===== src/rtl/cnt10_counter.sv =====
// Synchronous 4-bit decade counter: enable, parallel load and terminal-count carry.
// Cascade stages by wiring one stage's cout into the next stage's en.
module cnt10_counter (
   input  logic       clk,
   input  logic       rst,
   input  logic       en,
   input  logic       load,
   input  logic [3:0] d,
   output logic [3:0] q,
   output logic       cout
);

   logic [3:0] r_q;
   logic [3:0] w_q_inc;
   logic       w_wrap;
   logic       w_term;

   // Any value from 9 upward, including out-of-range loads, wraps to 0.
   assign w_wrap  = (r_q >= 4'd9);
   assign w_q_inc = w_wrap ? '0 : r_q + 4'd1;
   assign w_term  = (r_q == 4'd9);

   always_ff @(posedge clk) begin
      if (rst) begin
         r_q <= '0;
      end else if (load) begin
         r_q <= d;
      end else if (en) begin
         r_q <= w_q_inc;
      end
   end

   assign q    = r_q;
   assign cout = en & w_term;

endmodule


===== config.mk =====
export PLATFORM = sky130hd
export DESIGN_NAME = cnt10_counter
export DESIGN_NICKNAME = d
export VERILOG_FILES = /design/src/rtl/cnt10_counter.sv
export SDC_FILE = /design/constraint.sdc
export NUM_CORES = 1
export LEC_CHECK = 0
export ABC_AREA = 1
export CORE_AREA = 2 2 39 41
export CTS_CLUSTER_SIZE = 30
export DETAILED_ROUTE_END_ITERATION = 6
export DIE_AREA = 0 0 41 43
export PLACE_DENSITY = 0.43
export SETUP_SLACK_MARGIN = 0.05
export SLEW_MARGIN = 10
export SYNTH_ARGS = -nofsm -noshare
export SYNTH_HDL_FRONTEND = slang
export SYNTH_SLANG_ARGS = --single-unit

===== constraint.sdc =====
create_clock -name clk -period 1.5 [get_ports clk]
set_input_delay 0.3 -clock clk [delete_from_list [all_inputs] [get_ports clk]]
set_output_delay 0.3 -clock clk [all_outputs]
set_load 0.005 [all_outputs]

==> results <==
-- synthesized netlist by cell type --
master / instances / area share [%]
inv_1: 4 / 5.4
xor2_1: 1 / 3.2
nand2_2: 1 / 2.3
nor2_2: 1 / 2.3
dfxtp_1: 4 / 29
nand3_2: 1 / 3.6
nand2_1: 4 / 5.4
nand3_1: 1 / 1.8
nand4_1: 4 / 9.0
nor3_1: 1 / 1.8
a21oi_1: 3 / 5.4
nor2_1: 4 / 5.4
a22o_2: 1 / 3.6
ha_1: 3 / 14
a22oi_1: 3 / 8.1
-- logic make-up (layout without fill, tap and decap cells) --
logic type	after synthesis	after routing	share of synthesized area, %
flops	4	4	28.96
simple gates	17	17	31.67
xor+xnor	1	1	3.168
fa+ha+maj	3	3	13.58
buf+inv	4	27	5.428
compound gates	7	7	17.19
-- area by class of cell --
class / count / share of cell area [%]
repair buffers: 20 / 35.18
well taps: 16 / 4.020
flip-flops and latches: 4 / 16.33
inverters: 4 / 3.015
clock buffers: 3 / 4.523
multi-input cells: 28 / 36.93
-- timing repair --
item,4_1_cts,5_1_grt
pin swaps,0,1
endpoints found under the hold margin,0,0
gates resized for setup,6,5
setup buffers,0,1
setup endpoints to repair,4,1
-- metal layers --
layer  up-vias  track usage [%]
li1        173                -
met1       152            12.86
met2         7            17.19
met3         0            1.571
met4         0            8.000
met5         -                0
-- cell usage in the layout (no fill, tap or decap), drive strengths merged --
cell           synthesis  final
a21oi                  3      3
a22o                   1      1
a22oi                  3      3
buf                    0      9
clkbuf                 0      3
clkdlybuf4s50          0      8
dfxtp                  4      4
dlygate4sd2            0      3
ha                     3      3
inv                    4      4
nand2                  5      5
nand3                  2      2
nand4                  4      4
nor2                   5      5
nor3                   1      1
xor2                   1      1
-- per-stage QoR --
step	area, sq um	setup TNS (ns)	instances	setup WS, ns
floorplan	276.5	0	36	0.3450
global placement	469.2	-0.2643	71	-0.2643
detailed placement	469.2	-0.2737	71	-0.2737
CTS	491.7	0	74	0.0001817
global route	498.0	0	75	0.06082
finish	498.0	0	75	0.1144
-- power groups by stage --
| stage | logic (mW) | clock network [mW] | registers (mW) |
|---|---|---|---|
| finish | 0.104 | 0.126 | 0.120 |
| global route | 0.116 | 0.138 | 0.121 |
| CTS | 0.102 | 0.135 | 0.119 |
| detailed placement | 0.104 | 0 | 0.120 |
| global placement | 0.105 | 0 | 0.120 |
| floorplan | 0.0338 | 0 | 0.126 |
-- how the worst max path moves through the flow --
stage | startpoint | to
2_1_floorplan | q[1] | q[3]
3_3_place_gp | en | cout
3_5_place_dp | en | cout
4_1_cts | en | cout
5_1_grt | q[1] | cout
6_report | q[2] | q[2]
==> metrics.txt <==
outcome=finished, final reports clean; Metal-1 WL=361 microns; Avg Inst Size Synth=7.681 sq um; diodes inserted=0; Initial Util=19.98%; fraction of layout cells with a size suffix above 1=32.20%; max cap viols=0; Worst Hold End=q[0]; I/O Buffers=12; die area=1763 sq um; final core utilization=35.99%; multi-input logic area=183.9 sq um; hold buffer count at CTS=0; Final Cycle Share=92.37%; DR top layer=met3; arrival time at the worst endpoint=1.09 ns; Int Pwr=262.8 uW; CTS sink cnt=4; wirelength, routed=801 microns; max reg flops=4; worst skew pair latency=0.23 ns; crit-path leading delay family=buffers and inverters; FF-to-FF Start=q[1]; WP buf/inv=1; Max VDD drop=283.6 uV; drc violations=0; R2R depth=10; total stage count of the critical path=1; Crit Path Class=reg2out; slew at the pin closest to its max-slew limit=0.2728 ns; cell count after synthesis=36; flops & latches, synth=4; synthesized net count=47; GRT Total Usage=11.04%; Hold Crit Class=reg2reg; drt wl/cell=10.68 microns; Via density=4.427; RSZ-0062 raised after global routing=no; Clock transition at path regs=0.04 ns; Clock power frac=36.0%; initial drt markers=3; CTS Buf Count=3; IO Pins=13; sequential share of power=34.2%; first-pass GRT wire length=1324 microns; nets=72; critical path fanouts, max=3; via count=332; Critical Path RT=1.20 ns; initial antenna violation count=0; Setup Skew=0.002487 ns; Max Root-Sink Buffers=2; Cell variety after synth=15; Max Freq=721.7 MHz; Pwr Total=349.6 uW; final hold slack=0.6867 ns; final-report hold violation count=0; Die Span Y=43 microns; slowest stage delay, CP=0.51 ns; core area=1384 sq um; setup violators final=0; Crit. End Element=output pin; number of global-route vias before repair=348; largest net degree at the start of global routing=7; Horiz. Die Dim=41 microns; FF/Latch Area=81.33 sq um; # rows=14; first-pass iteration count of the detailed router=3; Leakage=0.2298 nW; Sw Ratio=24.84%; met2 WL post-DR=405 microns; CP max-delay cell=clkdlybuf4s50_1; r2r setup slk=0.27 ns; pwr dens=702.1 nW/um^2; Tmin final=1.386 ns; slew margin rel.=81.75%; met3 WL=34 microns; P&R area growth vs syn=80.09%; fill count=155; Final HPWL DP=633.5 microns; hold path depth=4; CP cell instances=clkdlybuf4s50_1; H-tree depth=1; GR Overflow Total=0; register area share after synthesis=28.96%; Logic pwr share=29.7%; Synth Cell Area=276.5 sq um; Warnings, synthesis=0; CTS tree=built; Hold Crit Start=q[0]; P_sw=86.85 uW; Routability Congestion=0.7152; clock root cell=clkbuf_4; Worst R2R End=q[3]; Setup crit start kind=flip-flop; Slew Limit Fails=0; post-route ant nets=0
(Power assumes the default switching activity.)
